File: src/rtl/xgmii_link_pipe.sv
// XGMII boundary stage: reset synchroniser, link qualification FSM and TX/RX retiming
// with ordered-set substitution. Optional remote-fault response: define XGMII_FAULT_RESP_EN.
module xgmii_link_pipe #(
  parameter int LANES         = 8,
  parameter int TX_STAGES     = 1,
  parameter int RX_STAGES     = 1,
  parameter int RST_STAGES    = 3,
  parameter int LINKUP_CYCLES = 1024,
  parameter int CNT_W         = 16,
  localparam int DATA_W       = 8 * LANES
) (
  input  logic              clk156,
  input  logic              reset,
  output logic              reset156,
  input  logic [DATA_W-1:0] xgmii_txd_in,
  input  logic [LANES-1:0]  xgmii_txc_in,
  output logic [DATA_W-1:0] xgmii_txd_out,
  output logic [LANES-1:0]  xgmii_txc_out,
  input  logic [DATA_W-1:0] xgmii_rxd_in,
  input  logic [LANES-1:0]  xgmii_rxc_in,
  output logic [DATA_W-1:0] xgmii_rxd_out,
  output logic [LANES-1:0]  xgmii_rxc_out,
  input  logic              align_status,
  input  logic [3:0]        sync_status,
  input  logic              mgt_tx_ready,
  input  logic              clear_cnt,
  output logic              link_up,
  output logic [CNT_W-1:0]  link_drop_cnt
);
  localparam int CW = $clog2(LINKUP_CYCLES) + 1;
  localparam logic [CW-1:0]     CNT_LAST = CW'(LINKUP_CYCLES - 1);
  localparam logic [DATA_W-1:0] IDLE_D   = {LANES{8'h07}};
  localparam logic [LANES-1:0]  IDLE_C   = '1;
  localparam logic [DATA_W-1:0] LF_D     = {(LANES / 4){32'h0100_009C}};
  localparam logic [LANES-1:0]  FAULT_C  = {(LANES / 4){4'b0001}};

  typedef enum logic [1:0] {ST_DOWN, ST_WAIT, ST_UP} state_t;

  function automatic logic [CNT_W-1:0] sat_inc(input logic [CNT_W-1:0] v);
    return (&v) ? v : v + CNT_W'(1);
  endfunction

  logic [RST_STAGES-1:0] rst_chain;
  state_t                state, state_next;
  logic [CW-1:0]         wait_cnt, wait_cnt_next;
  logic                  qual, drop;

  always_ff @(posedge clk156 or posedge reset) begin
    if (reset) rst_chain <= '1;
    else       rst_chain <= {rst_chain[RST_STAGES-2:0], 1'b0};
  end
  assign reset156 = rst_chain[RST_STAGES-1];

  assign qual = align_status & (&sync_status) & mgt_tx_ready;

  always_comb begin
    state_next    = state;
    wait_cnt_next = wait_cnt;
    drop          = 1'b0;
    case (state)
      ST_DOWN: if (qual) begin
        state_next    = ST_WAIT;
        wait_cnt_next = '0;
      end
      ST_WAIT: begin
        if (!qual)                     state_next    = ST_DOWN;
        else if (wait_cnt == CNT_LAST) state_next    = ST_UP;
        else                           wait_cnt_next = wait_cnt + CW'(1);
      end
      ST_UP: if (!qual) begin
        state_next = ST_DOWN;
        drop       = 1'b1;
      end
      default: state_next = ST_DOWN;
    endcase
  end

  // link_up is registered alongside the state so it equals (state == UP) without a decode lag
  always_ff @(posedge clk156 or posedge reset) begin
    if (reset) begin
      state         <= ST_DOWN;
      wait_cnt      <= '0;
      link_up       <= 1'b0;
      link_drop_cnt <= '0;
    end else begin
      state    <= state_next;
      wait_cnt <= wait_cnt_next;
      link_up  <= (state_next == ST_UP);
      if (clear_cnt) link_drop_cnt <= '0;
      else if (drop) link_drop_cnt <= sat_inc(link_drop_cnt);
    end
  end

  logic [TX_STAGES-1:0][DATA_W-1:0] tx_d;
  logic [TX_STAGES-1:0][LANES-1:0]  tx_c;
  logic [RX_STAGES-1:0][DATA_W-1:0] rx_d;
  logic [RX_STAGES-1:0][LANES-1:0]  rx_c;
  logic [DATA_W-1:0] tx_pre_d, tx_fin_d, rx_pre_d, rx_fin_d;
  logic [LANES-1:0]  tx_pre_c, tx_fin_c, rx_pre_c, rx_fin_c;

  if (TX_STAGES == 1) begin : g_tx_one
    assign tx_pre_d = xgmii_txd_in;
    assign tx_pre_c = xgmii_txc_in;
  end else begin : g_tx_many
    assign tx_pre_d = tx_d[TX_STAGES-2];
    assign tx_pre_c = tx_c[TX_STAGES-2];
  end

  if (RX_STAGES == 1) begin : g_rx_one
    assign rx_pre_d = xgmii_rxd_in;
    assign rx_pre_c = xgmii_rxc_in;
  end else begin : g_rx_many
    assign rx_pre_d = rx_d[RX_STAGES-2];
    assign rx_pre_c = rx_c[RX_STAGES-2];
  end

`ifdef XGMII_FAULT_RESP_EN
  localparam logic [DATA_W-1:0] RF_D = {(LANES / 4){32'h0200_009C}};

  function automatic logic is_lf(input logic [31:0] d, input logic [3:0] c);
    return (d == 32'h0100_009C) && (c == 4'b0001);
  endfunction

  logic [6:0] rf_cnt;
  logic       rx_lf;

  assign rx_lf = is_lf(xgmii_rxd_in[31:0], xgmii_rxc_in[3:0]) ||
                 ((LANES == 8) && is_lf(xgmii_rxd_in[DATA_W-1 -: 32], xgmii_rxc_in[LANES-1 -: 4]));

  always_ff @(posedge clk156 or posedge reset) begin
    if (reset)                 rf_cnt <= '0;
    else if (link_up && rx_lf) rf_cnt <= 7'd127;
    else if (rf_cnt != 7'd0)   rf_cnt <= rf_cnt - 7'd1;
  end

  // Remote fault only overrides MAC data; a down link always sends idle
  assign tx_fin_d = !link_up ? IDLE_D : (rf_cnt != 7'd0) ? RF_D    : tx_pre_d;
  assign tx_fin_c = !link_up ? IDLE_C : (rf_cnt != 7'd0) ? FAULT_C : tx_pre_c;
`else
  assign tx_fin_d = link_up ? tx_pre_d : IDLE_D;
  assign tx_fin_c = link_up ? tx_pre_c : IDLE_C;
`endif

  assign rx_fin_d = link_up ? rx_pre_d : LF_D;
  assign rx_fin_c = link_up ? rx_pre_c : FAULT_C;

  // Final stage overwrites the shift for the last index, keeping substitution column-atomic
  always_ff @(posedge clk156 or posedge reset) begin
    if (reset) begin
      tx_d <= {TX_STAGES{IDLE_D}};
      tx_c <= {TX_STAGES{IDLE_C}};
      rx_d <= {RX_STAGES{LF_D}};
      rx_c <= {RX_STAGES{FAULT_C}};
    end else begin
      tx_d[0] <= xgmii_txd_in;
      tx_c[0] <= xgmii_txc_in;
      for (int i = 1; i < TX_STAGES - 1; i++) begin
        tx_d[i] <= tx_d[i-1];
        tx_c[i] <= tx_c[i-1];
      end
      tx_d[TX_STAGES-1] <= tx_fin_d;
      tx_c[TX_STAGES-1] <= tx_fin_c;
      rx_d[0] <= xgmii_rxd_in;
      rx_c[0] <= xgmii_rxc_in;
      for (int i = 1; i < RX_STAGES - 1; i++) begin
        rx_d[i] <= rx_d[i-1];
        rx_c[i] <= rx_c[i-1];
      end
      rx_d[RX_STAGES-1] <= rx_fin_d;
      rx_c[RX_STAGES-1] <= rx_fin_c;
    end
  end

  assign xgmii_txd_out = tx_d[TX_STAGES-1];
  assign xgmii_txc_out = tx_c[TX_STAGES-1];
  assign xgmii_rxd_out = rx_d[RX_STAGES-1];
  assign xgmii_rxc_out = rx_c[RX_STAGES-1];
endmodule

File: config.mk
export PLATFORM = sky130hd
export DESIGN_NAME = xgmii_link_pipe
export DESIGN_NICKNAME = d
export VERILOG_FILES = /design/src/rtl/xgmii_link_pipe.sv
export SDC_FILE = /design/constraint.sdc
export NUM_CORES = 1
export LEC_CHECK = 0
export ABC_AREA = 1
export BUFFER_PORTS_ARGS = -buffer_cell sky130_fd_sc_hd__buf_2
export CAP_MARGIN = 25
export CORE_AREA = 2 2 124 126
export CTS_BUF_LIST = sky130_fd_sc_hd__clkbuf_2
export DETAILED_ROUTE_END_ITERATION = 7
export DIE_AREA = 0 0 126 128
export HOLD_SLACK_MARGIN = 0.1
export PLACE_DENSITY = 0.78
export SLEW_MARGIN = 20
export SYNTH_ARGS = -nofsm -noshare
export SYNTH_HDL_FRONTEND = slang
export SYNTH_SLANG_ARGS = --single-unit
File: constraint.sdc
create_clock -name clk156 -period 13.97 [get_ports clk156]
set_clock_uncertainty 0.1 [all_clocks]
set_input_delay 0.6985 -clock clk156 [delete_from_list [all_inputs] [get_ports clk156]]
set_output_delay 0.6985 -clock clk156 [all_outputs]
set_load 0.01 [all_outputs]
# Word-level counts from Yosys, hierarchy flattened
# Cells that the tools add are included.
dict set report totals {
  regBits 177
  out_inout_bits 162
  word_cells 46
}
dict set report classes {
  addsub 2
  n_eq_ne 8
  mux 18
  bitwise 2
  reduce_logical 7
}
# cell count
set op_table {}
lappend op_table {{64-bit 2-to-1 mux} 2}
lappend op_table {{16-bit 2-to-1 mux} 3}
lappend op_table {{11-bit 2-to-1 mux} 3}
lappend op_table {{11-bit case mux with 2 select lines} 1}
lappend op_table {{16-bit by 1-bit adder with 16-bit output, second input constant} 1}
lappend op_table {{8-bit 2-to-1 mux} 2}
lappend op_table {{16-bit AND reduction} 1}
lappend op_table {{11-bit by 1-bit adder with 11-bit output, second input constant} 1}
lappend op_table {{11-bit by 10-bit equality test with 1-bit output, second input constant} 1}
lappend op_table {{2-bit 2-to-1 mux} 4}
lappend op_table {{2-bit != test, second input constant} 4}
lappend op_table {{4-bit AND reduction} 2}
lappend op_table {{2-bit case mux with 3 select lines} 1}
lappend op_table {{2-bit equality test, second input constant} 2}
lappend op_table {{2-bit nonzero test} 2}
lappend op_table {{1-bit bitwise AND} 2}
lappend op_table {{2-bit by 1-bit equality test with 1-bit output, second input constant} 1}
lappend op_table {{2-bit zero test} 1}
lappend op_table {{1-bit 2-to-1 mux} 2}
lappend op_table {{2-bit AND reduction} 1}

# Longest topological paths before layout
# Gate-level depths: netlist of the first run.
dict set report logic_depth {
  depth_word 7
  ltp_mapped 10
  mapped_depth_nobuf 9
}

# Least setup slack after synthesis of the first run
# No wires, ideal clock.
dict set report synth_timing {
  path_type {reg-to-reg}
  startpoint {register link_drop_cnt[0]}
  endpoint {register link_drop_cnt[2]}
  setup_time_ns 0.118
  t_arrival_ns 1.521
  t_required_ns 13.752
  setup_slack_ns 12.231
  path_stages_with_launch 11
  path_buffers 1
  path_cell_list {dfrtp_1 > ha_1 > nand3_1 > inv_2 > nand2_2 > nor2_4 > nor2_4 > nor2_8 > buf_6 > nand2_1 > nand2_1}
}
dict set report synth_via {
  elab_chain_len 4
  word_cells_on_any_way 7
  cone_classes {add/sub: 1; eq/ne: 1; mux: 3; reduce/logical: 2}
}
# element line_no
set synth_lines {}
lappend synth_lines {{from (decl)} 28} ;# output logic [CNT_W-1:0] link_drop_cnt
lappend synth_lines {{from (signal assigned)} 90} ;# else if (drop) link_drop_cnt <= sat_inc(link_drop_cnt);
lappend synth_lines {{16-bit by 1-bit adder with 16-bit output} 40} ;# return (&v) ? v : v + CNT_W'(1);
lappend synth_lines {{16-bit 2-to-1 mux} 40}
lappend synth_lines {{16-bit 2-to-1 mux} 90}
lappend synth_lines {{16-bit 2-to-1 mux} 89} ;# if (clear_cnt) link_drop_cnt <= '0;
# Parallel ways exist; a longest one is shown, timed or not. The select of a mux whose other input is x is not followed.
# A chain may end at the register's enable or synchronous reset.

# Worst setup path after layout of the first run
dict set report layout_timing {
  startpoint {register link_up}
  endpoint {output port link_up}
}
# element line_no
set layout_lines {}
lappend layout_lines {{from (decl)} 27} ;# output logic link_up,
lappend layout_lines {{from (signal assigned)} 88} ;# link_up <= (state_next == ST_UP);
# No word-level cell between the ends.

==> impl_metrics.ini, run 1 <==
[outcome]
status = complete, no violations

[finish]
multi_input_area_sq_um = 1500
fin_nets = 1322
postLayoutCellArea_sq_um = 10200
nFillCells = 1020
regArea_sq_um = 4490
drive_above_1_share_pct = 34.2
area_growth_syn_to_layout_pct = 52.4
final_cells = 1371

[synth]
netlist_instances = 707
synthAdderAreaFrac_pct = 0.373
synthArstFlopShare_pct = 100
synthFlopType = dfrtp_1
synth_common_cells = 231 x nand2_1, 167 x inv_1, 130 x dfrtp_1
yosysTopAreaCell = dfrtp_1
ys_seq_area_share_pct = 66.9
synthMostInstantiatedCell = nand2_1
synth_compound_area_share_pct = 1.57
synthSimpleGateAreaFrac_pct = 19.6
synth_fp_nets = 862
netlist_area_sq_um = 6710
synth.distinct_cells = 26
synth_top_family_by_area = simple AND/OR/NAND/NOR gates
synth_xor_area_share_pct = 0.783
yosys-top-cells-area = dfrtp_1 48%, dfstp_2 18%, nand2_1 13%
muxShareOfSynthArea_pct = 0
yosys_warnings = 0
synth_edf_count = 0
ys_ff_latch = 177
synth_top_area_share_pct = 48.5
syn_avg_cell_area_sq_um = 9.49

[cts]
htree_levels = 4
post_cts_buffers = 0
ctsRootBufferMaster = clkbuf_2
clock-sinks = 177
clock_path_buffers = 2
clk_pin_slew_ps = 240
cts-buffers-inserted = 17
tritoncts = built
cts_hold_buffers = 145
clock_latency_ps = 730
cts_resized = 0

[worst_hold_path]
min_path_type = primary input to flip-flop
whs_path_depth = 5

[floorplanning]
initial_core_util_pct = 45.1
dieHeight_um = 128
fp.coreArea_sq_um = 14900
fp-row-count = 45
ioPinCount = 315
die_area_sq_um = 16100
die_width_um = 126

[sta]
timing.hold.ws_ps = 193
relSlewSlack_pct = 42.7
maxClockFrequency_mhz = 389
setup_ws_ps = 11400
worst_pin_slew_ps = 860
hold_viol = 0
finalCritPeriodShare_pct = 18.4
maxSlewViolCount = 0
rsz0062_at_grt = false
period_needed_ps = 2570
final-setup-viol-count = 0
setup-tns-final_ps = 0

[placed_design]
place_ws_ps = 11320
dp_hpwl_um = 12000
place_inst = 1191
dpl-instance-area_sq_um = 8450
place_congestion = 0.818
portBuffers = 314

[power]
seq_power_share_pct = 56.8
p_clk_share_pct = 34.6
intPower_uw = 690
power_frac_comb_pct = 8.6
p_sw_uw = 232
peakVddDrop_uv = 57.7
swShare_pct = 25.2
p_leak_uw = 0.00618
p_per_area_nw_per_um2 = 90.2

[setup_path]
path_cells = buf_2
crit_family = flip-flops
cp-end-kind = output port
slowest_stage = dfrtp_4
required_ps = 13170
critical_path_class = flip-flop to output port
timing.critical_path.buf_inv = 1
r2r_cells = 8
cp_max_fo = 55
cp_num_cells = 1
cp_slowest_stage_delay_ps = 810
critPathLaunchType = flip-flop
cp.arrival_ps = 1770

[grt]
grt_overflow = 0
track_usage_pct = 27.2
antenna_found_initial = 2
grt_pass1_vias = 6530
grt_max_degree = 99
grt_pass1_wl_um = 33900

[route]
drtAntennaViolNets = 0
num_vias = 6298
wl_per_cell_um = 15.7
first_pass_iters = 5
drtIter0Drc = 390
vias_per_cell = 4.59
drc = 0
totalWireLength_um = 21600

[flow_run]
maxCapViolCount = 0
==> power groups by stage <==
stage	clock network, uW	logic [uW]	registers, uW
6_report	319	79.5	524
5_1_grt	349	87.4	525
4_1_cts	323	76.7	524
3_5_place_dp	0	44.5	531
3_3_place_gp	0	43.7	531
2_1_floorplan	0	18.3	530
==> registers in the layout (all words and copies together) (netlist names) <==
name	cells
link_drop_cnt	16
wait_cnt	11
link_up	1
xgmii_txc_out	8
xgmii_rxc_out	8
xgmii_txd_out	64
xgmii_rxd_out	64
state	2
rst_chain	3
==> cell type report <==
cell class	instances	share of cell area, %
Antenna cell	3	0.0735
Tap cell	188	2.30
Multi-Input combinational cell	342	14.7
Timing Repair Buffer	461	29.8
Clock buffer	17	0.833
Clock inverter	15	2.17
Inverter	168	6.22
Sequential cell	177	44.0
==> worst min-delay path, delay by kind of cell <==
| kind | cells | cell delay [ps] |
|---|---|---|
| AO/OA/AOI/OAI | 1 | 50 |
| buffers and inverters | 1 | 90 |
| AND/OR/NAND/NOR | 3 | 170 |
==> routing by layer <==
layer | GRT usage, % | vias to the layer above | wire [um]
met4 | 13.6 | 0 | 858
met5 | 0 | - | 0
met1 | 30.5 | 2978 | 7980
li1 | - | 2969 | -
met3 | 8.01 | 72 | 1460
met2 | 47.3 | 279 | 11300
==> through the flow <==
| stage | utilization, % | power, uW |
|---|---|---|
| finish | 68.8 | 922 |
| global route | 68.7 | 961 |
| CTS | 68.7 | 923 |
| detailed placement | 56.9 | 576 |
| global placement | 56.9 | 575 |
| floorplan | - | 549 |
==> layout by cell type, fill, tap and decap left out, types with 12 or more instances in the layout <==
cell type,count
inv_1,166
dfstp_2,47
dfrtp_1,129
dlygate4sd3_1,145
nand4_1,22
nand3_1,23
nand2_1,231
nor2_1,28
clkbuf_2,17
buf_2,314
o21ai_0,12
==> path summary, 6_finish.rpt <==
check / slack [ps] / endpoint / from
setup / recovery: 11400 / link_up / link_up
hold / removal: 190 / state[1] / align_status
setup reg to reg: 11590 / wait_cnt[6] / wait_cnt[0]
hold reg to reg: 270 / rst_chain[2] / rst_chain[1]
max in group asynchronous: 11970 / xgmii_txd_out[4] / reset
min in group asynchronous: 470 / xgmii_rxd_out[63] / reset
==> cell families (layout without fill, tap and decap cells) <==
group	Yosys count	count (layout)
compound gates	19	19
xor+xnor	6	6
fa+ha+maj	2	2
buf+inv	188	661
flops	177	177
other cells	1	4
simple gates	314	314
No activity file was read; power rests on OpenSTA's default activity.
==> inputs of run 2 (changes only) <==
Settings changed: ABC_AREA 1 to 0, CORE_AREA 2 2 124 126 to unset, CORE_MARGIN set to 2, CORE_UTILIZATION set to 43, DIE_AREA 0 0 126 128 to unset, PLACE_DENSITY 0.78 to 0.79.
Clock period 13.97 ns to 2.1 ns, I/O delays scaled along.
==> impl_metrics.ini, run 2 <==
[synth]
netlist_instances = 486
yosys-top-cells-area = dfrtp_1 52%, dfstp_2 20%, and2_1 9.9%
synthMostInstantiatedCell = dfrtp_1
yosysTopAreaCell = dfrtp_1
synthArstFlopShare_pct = 100
synth.distinct_cells = 38
netlist_area_sq_um = 6320
synth_fp_nets = 641
syn_avg_cell_area_sq_um = 13.0
synthFlopType = dfrtp_1
synth_edf_count = 0
ys_ff_latch = 177
synth_top_area_share_pct = 51.5
ys_seq_area_share_pct = 71.1
yosys_warnings = 0
synth_common_cells = 130 x dfrtp_1, 100 x and2_1, 47 x dfstp_2

[cts]
cts_resized = 0
htree_levels = 4
cts_hold_buffers = 202
post_cts_buffers = 2
clock-sinks = 177
cts-buffers-inserted = 17
ctsRootBufferMaster = clkbuf_2
clock_path_buffers = 2

[floorplanning]
fp-row-count = 44
dieHeight_um = 125
die_width_um = 125
initial_core_util_pct = 43.8
ioPinCount = 315

[placed_design]
portBuffers = 314
dp_hpwl_um = 11500
place_congestion = 0.820
place_ws_ps = 204

[outcome]
error = [ERROR RSZ-0060] Max buffer count reached.
stop_stage = clock tree synthesis (4_1_cts)
status = did not finish
-- run 2: cell types whose count changed after synthesis, sizes merged, moves of 13 or more --
cell,previous run,this run
nand2b,0,46
and2,0,100
xnor2,1,14
nand2,232,18
inv,168,3
nand4,22,9
-- run 2: cell families after synthesis --
group / Yosys count / synth area share [%]
buf+inv: 26 / 1.58
flops: 177 / 71.1
xor+xnor: 14 / 1.94
simple gates: 240 / 22.2
compound gates: 24 / 2.42
other cells: 1 / 0.0594
fa+ha+maj: 2 / 0.396
mux: 2 / 0.357
-- run 2: stage by stage --
step                instance area [sq um]  TNS, ps  instances
global placement                     8170        0        971
detailed placement                   8170        0        971
floorplan                            6320   -43320        486
==> inputs of run 3 (changes only) <==
Settings changed: CORE_UTILIZATION 43 to 40, CTS_BUF_LIST sky130_fd_sc_hd__clkbuf_2 to unset, HOLD_SLACK_MARGIN 0.1 to unset, PLACE_DENSITY 0.79 to unset, PLACE_DENSITY_LB_ADDON set to 0.15.
Clock period 2.1 ns to 2.7 ns, I/O delays scaled along.
==> impl_metrics.ini, run 3 <==
[outcome]
status = complete, no violations

[worst_hold_path]
hold_start = sync_status[0]
min_path_type = primary input to flip-flop

[route]
totalWireLength_um = 18400
num_vias = 5387
drc = 0
dr_wl_met3_um = 1400
vias_per_cell = 4.57
dr_wl_met2_um = 9490
highest_layer = met4
drtIter0Drc = 291
first_pass_iters = 4
drtAntennaViolNets = 0
wl_per_cell_um = 15.6
met1_length_um = 6880

[setup_path]
cp_max_fo = 16
path_cells = and3b_1, nand4_1, nor2_1, nor2_1, nor3_1, dlygate4sd3_1
cp.arrival_ps = 2500
required_ps = 2950
cp-end-kind = flip-flop
crit_top_cell = nor2_1
crit_start = state[0]
slowest_stage = dfrtp_1
critical_path_class = flip-flop to flip-flop
critPathLaunchType = flip-flop
cp_slowest_stage_delay_ps = 620
timing.rr.start = state[0]

[sta]
worst_pin_slew_ps = 835
period_needed_ps = 2250
rsz0062_at_grt = false
finalCritPeriodShare_pct = 83.2
final-setup-viol-count = 0
maxClockFrequency_mhz = 445
hold_viol = 0
relSlewSlack_pct = 43.9
maxSlewViolCount = 0
setup-tns-final_ps = 0

[synth]
synth_fp_nets = 641
yosysTopAreaCell = dfrtp_1
ys_ff_latch = 177
synth.distinct_cells = 38
yosys-top-cells-area = dfrtp_1 52%, dfstp_2 20%, and2_1 9.9%
synth_edf_count = 0
synthFlopType = dfrtp_1
netlist_instances = 486
ys_seq_area_share_pct = 71.1
syn_avg_cell_area_sq_um = 13.0
synthArstFlopShare_pct = 100
yosys_warnings = 0
synth_top_area_share_pct = 51.5
synth_common_cells = 130 x dfrtp_1, 100 x and2_1, 47 x dfstp_2
synthMostInstantiatedCell = dfrtp_1
netlist_area_sq_um = 6320

[finish]
postLayoutCellArea_sq_um = 10200
layout_common_cells = 314 x buf_2, 151 x dlygate4sd3_1, 129 x dfrtp_1
final_common_cell = buf_2
fin_nets = 1108
final_cells = 1178
drive_above_1_share_pct = 41.4
area_growth_syn_to_layout_pct = 61.4

[placed_design]
dpl-instance-area_sq_um = 8140
dp_hpwl_um = 11900
place_congestion = 0.854
portBuffers = 314
place_inst = 994

[floorplanning]
die_width_um = 130
die_area_sq_um = 16800
fp-row-count = 45
dieHeight_um = 130
ioPinCount = 315
fp.coreArea_sq_um = 15300
initial_core_util_pct = 41.2

[cts]
clock-sinks = 177
ctsRootBufferMaster = clkbuf_16
clock_path_buffers = 2
htree_levels = 4
post_cts_buffers = 0
clk_pin_slew_ps = 60
tritoncts = built
cts-buffers-inserted = 17
clock_latency_ps = 420

[grt]
grt_overflow = 0
grt_pass1_wl_um = 27800
grt_pass1_vias = 5604
grt_max_degree = 80
antenna_found_initial = 1
track_usage_pct = 21.7

[power]
peakVddDrop_uv = 391
p_leak_uw = 0.00517
p_per_area_nw_per_um2 = 518

[flow_run]
maxCapViolCount = 0
run 3: cell type report:
type	count	area, sq um
clock inverters	8	57.6
diodes	1	2.50
inverters	3	15.0
well taps	211	264
fillers	1121	5120
multi-input cells	283	1730
clock buffers	24	482
flip-flops and latches	177	4490
repair buffers	471	3150
run 3: worst paths after layout:
path,endpoint,slack [ps],depth (start not counted)
min,wait_cnt[8],180,4
max reg2reg,state[1],450,6
min in group asynchronous,xgmii_txd_out[4],280,3
max,state[1],450,6
max in group asynchronous,xgmii_txd_out[16],1390,4
min reg2reg,rst_chain[2],250,0
run 3: per-layer routing:
| layer | global-route usage [%] | up-vias |
|---|---|---|
| met3 | 6.69 | 46 |
| met1 | 24.1 | 2603 |
| li1 | - | 2504 |
| met5 | 0 | - |
| met2 | 37.6 | 234 |
| met4 | 10.8 | 0 |
run 3: cells by family (layout without fill, tap and decap cells):
family | Yosys count | after routing | share of synthesized area, %
simple gates | 240 | 240 | 22.2
xor+xnor | 14 | 14 | 1.94
other cells | 1 | 2 | 0.0594
mux | 2 | 2 | 0.357
buf+inv | 26 | 506 | 1.58
flops | 177 | 177 | 71.1
fa+ha+maj | 2 | 2 | 0.396
compound gates | 24 | 24 | 2.42
run 3: stage by stage:
step / hold WS (ps) / total power, uW / utilization (%) / setup slack [ps]
floorplan: 145 / 2800 / - / 237
global placement: 160 / 2920 / 53.2 / 756
detailed placement: 174 / 2930 / 53.2 / 693
CTS: 167 / 5350 / 66.5 / 474
global route: 221 / 5490 / 66.6 / 283
finish: 183 / 5280 / 66.6 / 455
run 3: power breakdown:
part,total (uW),switching (uW),internal (uW)
Clock,2230,976,1250
Sequential,2680,13.0,2670
Combinational,373,133,240
Total,5280,1120,4160
run 3: timing repair:
item | in CTS | in global routing
hold buffers | 151 | 0
gates resized for setup | 0 | 0
hold endpoints to repair | 186 | 0
run 3: worst max-delay path: cells and delay by family (launching register included):
kind          cells  cell delay (ps)
flops             1              620
buf+inv           1              570
simple gates      5              880
